**config.mk**
```make
export PLATFORM = sky130hd
export DESIGN_NAME = apb_regbank_flat
export DESIGN_NICKNAME = d
export VERILOG_FILES = /design/src/rtl/apb_regbank_pkg.sv /design/src/rtl/apb_regbank_if.sv /design/src/rtl/apb_regbank_reg.sv /design/src/rtl/apb_regbank.sv /design/src/flat_wrapper.sv
export SDC_FILE = /design/constraint.sdc
export NUM_CORES = 1
export LEC_CHECK = 0
export ABC_AREA = 0
export BUFFER_PORTS_ARGS = -buffer_cell sky130_fd_sc_hd__buf_2
export CAP_MARGIN = 0
export CORE_ASPECT_RATIO = 0.5
export CORE_UTILIZATION = 30
export CTS_BUF_LIST = sky130_fd_sc_hd__clkbuf_16
export DETAILED_ROUTE_END_ITERATION = 8
export GPL_TIMING_DRIVEN = 0
export SYNTH_ARGS = -nofsm -noshare
export SYNTH_HDL_FRONTEND = slang
export SYNTH_HIERARCHICAL = 1
export SYNTH_SLANG_ARGS = --single-unit
export TNS_END_PERCENT = 10
```
**constraint.sdc**
```tcl
create_clock -name pclk -period 2.55 [get_ports pclk]
set_clock_uncertainty 0.15 [all_clocks]
set_input_delay 0.255 -clock pclk [delete_from_list [all_inputs] [get_ports pclk]]
set_output_delay 0.255 -clock pclk [all_outputs]
set_load 0.1 [all_outputs]
```
**src/rtl/apb_regbank_pkg.sv**
```systemverilog
// apb_regbank_pkg: shared types and helpers for the APB register bank.
// Optional wait states are enabled with the APB_REGBANK_WAIT_EN macro (see apb_regbank.sv).
package apb_regbank_pkg;

    typedef enum logic {
        IDLE   = 1'b0,
        ACCESS = 1'b1
    } state_e;

    localparam int unsigned CNT_W   = 4;
    localparam int unsigned FN_W    = 32;
    localparam int unsigned MAX_STRB = 4;

    // Word index from a byte address for the given data width.
    function automatic logic [FN_W-1:0] addr_to_idx(input logic [FN_W-1:0] paddr,
                                                    input int unsigned     data_w);
        logic [FN_W-1:0] idx;
        case (data_w)
            32:      idx = paddr >> 2;
            16:      idx = paddr >> 1;
            default: idx = paddr;
        endcase
        return idx;
    endfunction

    // Expand byte strobes into a per-bit enable mask.
    function automatic logic [FN_W-1:0] strb_to_bitmask(input logic [MAX_STRB-1:0] pwstrb);
        logic [FN_W-1:0] mask;
        mask = '0;
        for (int b = 0; b < int'(MAX_STRB); b++) begin
            mask[b*8 +: 8] = {8{pwstrb[b]}};
        end
        return mask;
    endfunction

endpackage

```
**src/rtl/apb_regbank_if.sv**
```systemverilog
// apb_regbank_if: APB4 bus bundle between requester and the register bank.
interface apb_regbank_if #(
    parameter int unsigned ADDR_W = 12,
    parameter int unsigned DATA_W = 32
);
    logic [ADDR_W-1:0]   paddr;
    logic [2:0]          pprot;
    logic                psel;
    logic                penable;
    logic                pwrite;
    logic [DATA_W-1:0]   pwdata;
    logic [DATA_W/8-1:0] pwstrb;
    logic                pwakeup;
    logic                pready;
    logic [DATA_W-1:0]   prdata;
    logic                pslverr;

    modport master (
        output paddr, pprot, psel, penable, pwrite, pwdata, pwstrb, pwakeup,
        input  pready, prdata, pslverr
    );

    modport slave (
        input  paddr, pprot, psel, penable, pwrite, pwdata, pwstrb, pwakeup,
        output pready, prdata, pslverr
    );
endinterface

```
**src/rtl/apb_regbank_reg.sv**
```systemverilog
// apb_regbank_reg: one register with writable-bit mask, byte-strobe write and write pulse.
module apb_regbank_reg #(
    parameter int unsigned         DATA_W  = 32,
    parameter logic [DATA_W-1:0]   WR_MASK = '1,
    parameter logic [DATA_W-1:0]   RST_VAL = '0
) (
    input  logic              clk,
    input  logic              resetn,
    input  logic              we,
    input  logic [DATA_W-1:0] wdata,
    input  logic [DATA_W-1:0] bitmask,
    output logic [DATA_W-1:0] q,
    output logic              pulse
);

    logic [DATA_W-1:0] upd_c;

    // Only bits both writable and strobed take the new data.
    assign upd_c = WR_MASK & bitmask;

    // Register contents and the one-cycle commit pulse.
    always_ff @(posedge clk or negedge resetn) begin
        if (!resetn) begin
            q     <= RST_VAL;
            pulse <= 1'b0;
        end else begin
            pulse <= we;
            if (we) begin
                q <= (q & ~upd_c) | (wdata & upd_c);
            end
        end
    end

endmodule

```
**src/rtl/apb_regbank.sv**
```systemverilog
// apb_regbank: APB4 completer register bank with masks, strobes, privilege and error response.
// Define APB_REGBANK_WAIT_EN to implement the WAIT_CYCLES access-phase wait counter.
module apb_regbank
    import apb_regbank_pkg::*;
#(
    parameter int unsigned                  ADDR_W      = 12,
    parameter int unsigned                  DATA_W      = 32,
    parameter int unsigned                  NUM_REGS    = 4,
    parameter logic [NUM_REGS*DATA_W-1:0]   WR_MASK     = '1,
    parameter logic [NUM_REGS*DATA_W-1:0]   RST_VAL     = '0,
    parameter logic [NUM_REGS-1:0]          PRIV_MASK   = '0,
    parameter int unsigned                  WAIT_CYCLES = 0
) (
    input  logic                         pclk,
    input  logic                         presetn,
    apb_regbank_if.slave                 bus,
    output logic [NUM_REGS*DATA_W-1:0]   reg_q,
    output logic [NUM_REGS-1:0]          wr_pulse
);

    localparam int unsigned STRB_W     = DATA_W / 8;
    localparam int unsigned IDX_W      = (NUM_REGS > 1) ? $clog2(NUM_REGS) : 1;
    localparam int unsigned PRIV_EXT_W = 1 << IDX_W;

    state_e              state_q, state_d;
    logic [IDX_W-1:0]    idx_q, idx_d;
    logic                err_q, err_d;
    logic [CNT_W-1:0]    cnt_q, cnt_d;
    logic                commit_c;
    logic                pready_c;
    logic                pslverr_c;
    logic [DATA_W-1:0]   prdata_c;

    logic [FN_W-1:0]       idx_full;
    logic                  misaligned;
    logic                  out_of_range;
    logic [PRIV_EXT_W-1:0] priv_ext;
    logic                  setup_err;
    logic [DATA_W-1:0]     rd_word;
    logic [DATA_W-1:0]     wr_bitmask;
    logic                  unused_prot;

    // Setup-phase address decode and error classification.
    assign idx_full     = addr_to_idx(FN_W'(bus.paddr), DATA_W);
    assign misaligned   = (FN_W'(bus.paddr) & FN_W'(STRB_W - 1)) != '0;
    assign out_of_range = idx_full >= FN_W'(NUM_REGS);
    assign priv_ext     = PRIV_EXT_W'(PRIV_MASK);
    assign setup_err    = out_of_range | misaligned | !bus.pwakeup |
                          (bus.pwrite & priv_ext[idx_full[IDX_W-1:0]] & !bus.pprot[0]);
    assign unused_prot  = ^bus.pprot[2:1];

    assign rd_word    = reg_q[idx_q*DATA_W +: DATA_W];
    assign wr_bitmask = DATA_W'(strb_to_bitmask(MAX_STRB'(bus.pwstrb)));

    // State, captured index/error.
    always_ff @(posedge pclk or negedge presetn) begin
        if (!presetn) begin
            state_q <= IDLE;
            idx_q   <= '0;
            err_q   <= 1'b0;
        end else begin
            state_q <= state_d;
            idx_q   <= idx_d;
            err_q   <= err_d;
        end
    end

`ifdef APB_REGBANK_WAIT_EN
    // Access-phase wait counter.
    always_ff @(posedge pclk or negedge presetn) begin
        if (!presetn) begin
            cnt_q <= '0;
        end else begin
            cnt_q <= cnt_d;
        end
    end
`else
    logic unused_cnt;
    // Counter absent: every transfer is zero-wait.
    assign cnt_q      = '0;
    assign unused_cnt = ^cnt_d;
`endif

    // Next-state, counter, commit and bus response.
    always_comb begin
        state_d   = state_q;
        idx_d     = idx_q;
        err_d     = err_q;
        cnt_d     = cnt_q;
        commit_c  = 1'b0;
        pready_c  = 1'b0;
        pslverr_c = 1'b0;
        prdata_c  = '0;
        case (state_q)
            IDLE: begin
                if (bus.psel && !bus.penable) begin
                    state_d = ACCESS;
                    idx_d   = idx_full[IDX_W-1:0];
                    err_d   = setup_err;
                    cnt_d   = CNT_W'(WAIT_CYCLES);
                end
            end
            ACCESS: begin
                pready_c = bus.psel && bus.penable && (cnt_q == '0);
                if (!bus.psel) begin
                    state_d = IDLE;
                end else if (pready_c) begin
                    state_d   = IDLE;
                    commit_c  = bus.pwrite && !err_q;
                    pslverr_c = err_q;
                    if (!bus.pwrite && !err_q) begin
                        prdata_c = rd_word;
                    end
                end else if (cnt_q != '0) begin
                    cnt_d = cnt_q - CNT_W'(1);
                end
            end
            default: state_d = IDLE;
        endcase
    end

    assign bus.pready  = pready_c;
    assign bus.pslverr = pslverr_c;
    assign bus.prdata  = prdata_c;

    // Register cells.
    for (genvar i = 0; i < int'(NUM_REGS); i++) begin : g_reg
        apb_regbank_reg #(
            .DATA_W  (DATA_W),
            .WR_MASK (WR_MASK[i*DATA_W +: DATA_W]),
            .RST_VAL (RST_VAL[i*DATA_W +: DATA_W])
        ) u_reg (
            .clk     (pclk),
            .resetn  (presetn),
            .we      (commit_c && (idx_q == IDX_W'(i))),
            .wdata   (bus.pwdata),
            .bitmask (wr_bitmask),
            .q       (reg_q[i*DATA_W +: DATA_W]),
            .pulse   (wr_pulse[i])
        );
    end

endmodule

```
**src/flat_wrapper.sv**
```systemverilog
// flat-port wrapper written by rule: the top's interface ports become plain ports
module apb_regbank_flat import apb_regbank_pkg::*;
#(
    parameter int unsigned                  ADDR_W      = 12,
    parameter int unsigned                  DATA_W      = 32,
    parameter int unsigned                  NUM_REGS    = 4,
    parameter logic [NUM_REGS*DATA_W-1:0]   WR_MASK     = '1,
    parameter logic [NUM_REGS*DATA_W-1:0]   RST_VAL     = '0,
    parameter logic [NUM_REGS-1:0]          PRIV_MASK   = '0,
    parameter int unsigned                  WAIT_CYCLES = 0
)
  (pclk, presetn, reg_q, wr_pulse, bus_paddr, bus_pprot, bus_psel, bus_penable, bus_pwrite, bus_pwdata, bus_pwstrb, bus_pwakeup, bus_pready, bus_prdata, bus_pslverr);
  apb_regbank_if #(.ADDR_W(ADDR_W), .DATA_W(DATA_W)) bus_i ();
  input  logic pclk;
  input  logic presetn;
  output logic [NUM_REGS*DATA_W-1:0] reg_q;
  output logic [NUM_REGS-1:0] wr_pulse;
  input wire logic [$bits(bus_i.paddr)-1:0] bus_paddr;
  input wire logic [$bits(bus_i.pprot)-1:0] bus_pprot;
  input wire logic [$bits(bus_i.psel)-1:0] bus_psel;
  input wire logic [$bits(bus_i.penable)-1:0] bus_penable;
  input wire logic [$bits(bus_i.pwrite)-1:0] bus_pwrite;
  input wire logic [$bits(bus_i.pwdata)-1:0] bus_pwdata;
  input wire logic [$bits(bus_i.pwstrb)-1:0] bus_pwstrb;
  input wire logic [$bits(bus_i.pwakeup)-1:0] bus_pwakeup;
  output wire logic [$bits(bus_i.pready)-1:0] bus_pready;
  output wire logic [$bits(bus_i.prdata)-1:0] bus_prdata;
  output wire logic [$bits(bus_i.pslverr)-1:0] bus_pslverr;
  assign bus_i.paddr = bus_paddr;
  assign bus_i.pprot = bus_pprot;
  assign bus_i.psel = bus_psel;
  assign bus_i.penable = bus_penable;
  assign bus_i.pwrite = bus_pwrite;
  assign bus_i.pwdata = bus_pwdata;
  assign bus_i.pwstrb = bus_pwstrb;
  assign bus_i.pwakeup = bus_pwakeup;
  assign bus_pready = bus_i.pready;
  assign bus_prdata = bus_i.prdata;
  assign bus_pslverr = bus_i.pslverr;
  apb_regbank #(.ADDR_W(ADDR_W), .DATA_W(DATA_W), .NUM_REGS(NUM_REGS), .WR_MASK(WR_MASK), .RST_VAL(RST_VAL), .PRIV_MASK(PRIV_MASK), .WAIT_CYCLES(WAIT_CYCLES)) u_core (.pclk(pclk), .presetn(presetn), .bus(bus_i), .reg_q(reg_q), .wr_pulse(wr_pulse));
endmodule
```
==> results.tsv <==
stage	metric	value	unit
cells_and_area	fin_area	9670	um^2
yosys	syn-cell-area	7080	um^2
clock_tree	cts_sinks	136	
clock_tree	clk_latency	430	ps
floorplanning	row_count	39	
yosys	syn_inst	503	
floorplanning	die_w	219	um
setup_path	worst_ep_arrival_time	2110	ps
cells_and_area	final_cell_mix	buf_2, dfrtp_1, nand2_1	
power_and_ir_drop	p_seq_share	42.2	%
drt	drc_errors	0	
setup_path	end_kind	primary output	
cells_and_area	drive_gt1_share	54.4	%
min_path	hold-path-cell-count	4	
place	gp_congestion	0.798	
global_route	grt_max_degree	75	
place	dp_hpwl	14700	um
clock_tree	cts.clk_slew.worst_paths	60	ps
setup_path	path_cells	buf_12 -> buf_12 -> mux4_2 -> and3_1 -> buf_6	
sta	slew_headroom	55.4	%
setup_path	cp_slowest_cell	mux4_2	
drt	drt_first_pass_iters	4	
power_and_ir_drop	p_switching	1.41	mW
cells_and_area	fin_cells	1098	
yosys	ys_types	24	
min_path	hold_class	in2reg	
setup_path	reg2reg_depth	7	
place	dp_slack	-202	ps
global_route	grt_busiest_layer	met2	
cells_and_area	finalNetCount	835	
yosys	yosysWarnings	6	
floorplanning	pin_count	223	
place	dp_cells	1030	
drt	vias	5229	
yosys	synth_seq_area_share	48.1	%
drt	drtAntennaViolNets	0	
power_and_ir_drop	p_clk_share	44.5	%
sta	setup_ws	30.7	ps
sta	hold_viol	0	
drt	routed_wl	21500	um
power_and_ir_drop	swShare	26.9	%
cells_and_area	area_growth	36.7	%
sta	rsz0062_at_grt	yes	
drt	routedWlPerCell	19.6	um
global_route	antenna_found_initial	0	
global_route	grtUsageMet3	3.42	%
power_and_ir_drop	pwr-share-comb	13.3	%
global_route	grtUsageMet2	28.7	%
global_route	met1_usage	24.8	%
sta	worst_pin_slew	667	ps
yosys	synth-seq-cells	136	
sta	layout_min_cycle_time	2520	ps
clock_tree	cts_inserted_buffers	17	
floorplanning	die_height	111	um
floorplanning	start_util	30.8	%
yosys	avgSynthCellArea	14.1	um^2
clock_tree	ctsRootBufferMaster	clkbuf_16	
clock_tree	cts_buffer_depth	2	
drt	vias_per_cell	4.76	
yosys	syn_nets	560	
clock_tree	cts_tree	done	
power_and_ir_drop	p_int	3.84	mW
setup_path	slowest_delay	560	ps
cells_and_area	antenna_cells	0	
floorplanning	die-area	24200	um^2
global_route	grt_pass1_vias	5449	
sta	setup_viol	0	
place	place_area	8590	um^2
clock_tree	cts-htree-levels	4	
sta	tns	0	ps
sta	timing.fmax	397	MHz
setup_path	path_common_cell	buf_12	
setup_path	path_max_fanout	10	
setup_path	cp-start-kind	flop	
power_and_ir_drop	ir_drop	0.276	mV
global_route	gr-total-overflow	0	
setup_path	critPathRequiredTime	2140	ps
global_route	grt.total_usage	18.2	%
cells_and_area	final_common_cell	buf_2	
power_and_ir_drop	leakagePower	5.31	nW
job	max_cap_violations	0	
power_and_ir_drop	p_per_area	542	nW/um^2
setup_path	crit_type	reg2out	
drt	drt-initial-drc-count	261	
sta	post-route-period-util	98.8	%
floorplanning	core	23000	um^2
place	io_buffer_count	219	
global_route	grt_pass1_wl	32900	um
sta	finalMaxSlewViolations	0	
run_status	status	finished clean	
## critical path, delay by kind of cell (launching register included)
family / cells / cell delay [ps]
and+or+nand+nor: 1 / 220
DFF: 1 / 370
muxes: 1 / 560
buffers and inverters: 3 / 520
## through the flow
stage          hold WS [ps]  util [%]  power, mW
2_1_floorplan          -191         -       2.64
3_3_place_gp            284      37.2       2.87
3_5_place_dp            147      37.4       2.89
4_1_cts                37.9      41.7       5.29
5_1_grt                51.9      42.1       5.44
6_report               44.8      42.1       5.24
## path summary, 6_finish.rpt
kind	from	to	slack, ps
worst max-delay path	u_core/idx_q[0]$_DFFE_PN0P_	bus_prdata[10]	30
worst min-delay path	bus_paddr[0]	u_core/err_q$_DFFE_PN0P_	40
worst max register to register	u_core/idx_q[1]$_DFFE_PN0P_	flop	150
worst min register to register	flop	flop	380
max in group asynchronous	presetn	async pin	1210
min in group asynchronous	presetn	async pin	250
## power groups by stage
stage / clock network [mW] / registers [mW] / logic [mW]
3_5_place_dp: 0 / 2.25 / 0.641
3_3_place_gp: 0 / 2.25 / 0.627
2_1_floorplan: 0 / 2.41 / 0.236
6_report: 2.34 / 2.21 / 0.698
5_1_grt: 2.50 / 2.21 / 0.736
4_1_cts: 2.39 / 2.21 / 0.693
## timing repair
item,in CTS,in global routing
resized for setup,35,27
setup buffers,0,0
hold buffers,37,0
endpoints found under the setup margin,92,37
endpoints found under the hold margin,193,0
## kinds of logic (layout without fill, tap and decap cells)
kind of cell	count (synthesis)	in the layout	share of synthesized area [%]
AOI/OAI and AO/OA	2	2	0.177
muxes	161	161	37.3
DFF	136	136	48.1
and+or+nand+nor	176	176	10.9
buffers and inverters	28	316	3.50
## Yosys cell counts (all sizes together)
cell,n,area (um^2)
and2,1,6.26
nand4b,1,8.76
dfrtp,136,3400
mux4,32,736
nor3,3,15.0
nor2b,1,6.26
nand3b,1,7.51
nor4b,1,8.76
o21a,1,7.51
buf,20,218
o21ai,1,5.00
nand4,1,6.26
nand2,129,484
and3,33,206
nor3b,1,7.51
inv,1,3.75
nor2,3,11.3
mux2,129,1900
clkbuf,7,26.3
nor4,1,6.26
## final cells by class
type,count,area [um^2]
Timing Repair Buffer,257,1630
Multi-Input combinational cell,339,3440
Tap cell,307,384
Sequential cell,136,3400
Clock buffer,17,425
Inverter,1,3.75
Fill cell,2120,13300
Clock inverter,15,120
Buffer,26,269
## per-layer routing
layer | vias to the layer above | share of wire, %
li1 | 2339 | -
met1 | 2765 | 45
met2 | 99 | 49
met3 | 26 | 3.3
met4 | 0 | 2.1
met5 | - | 0
(Power assumes the default switching activity.)
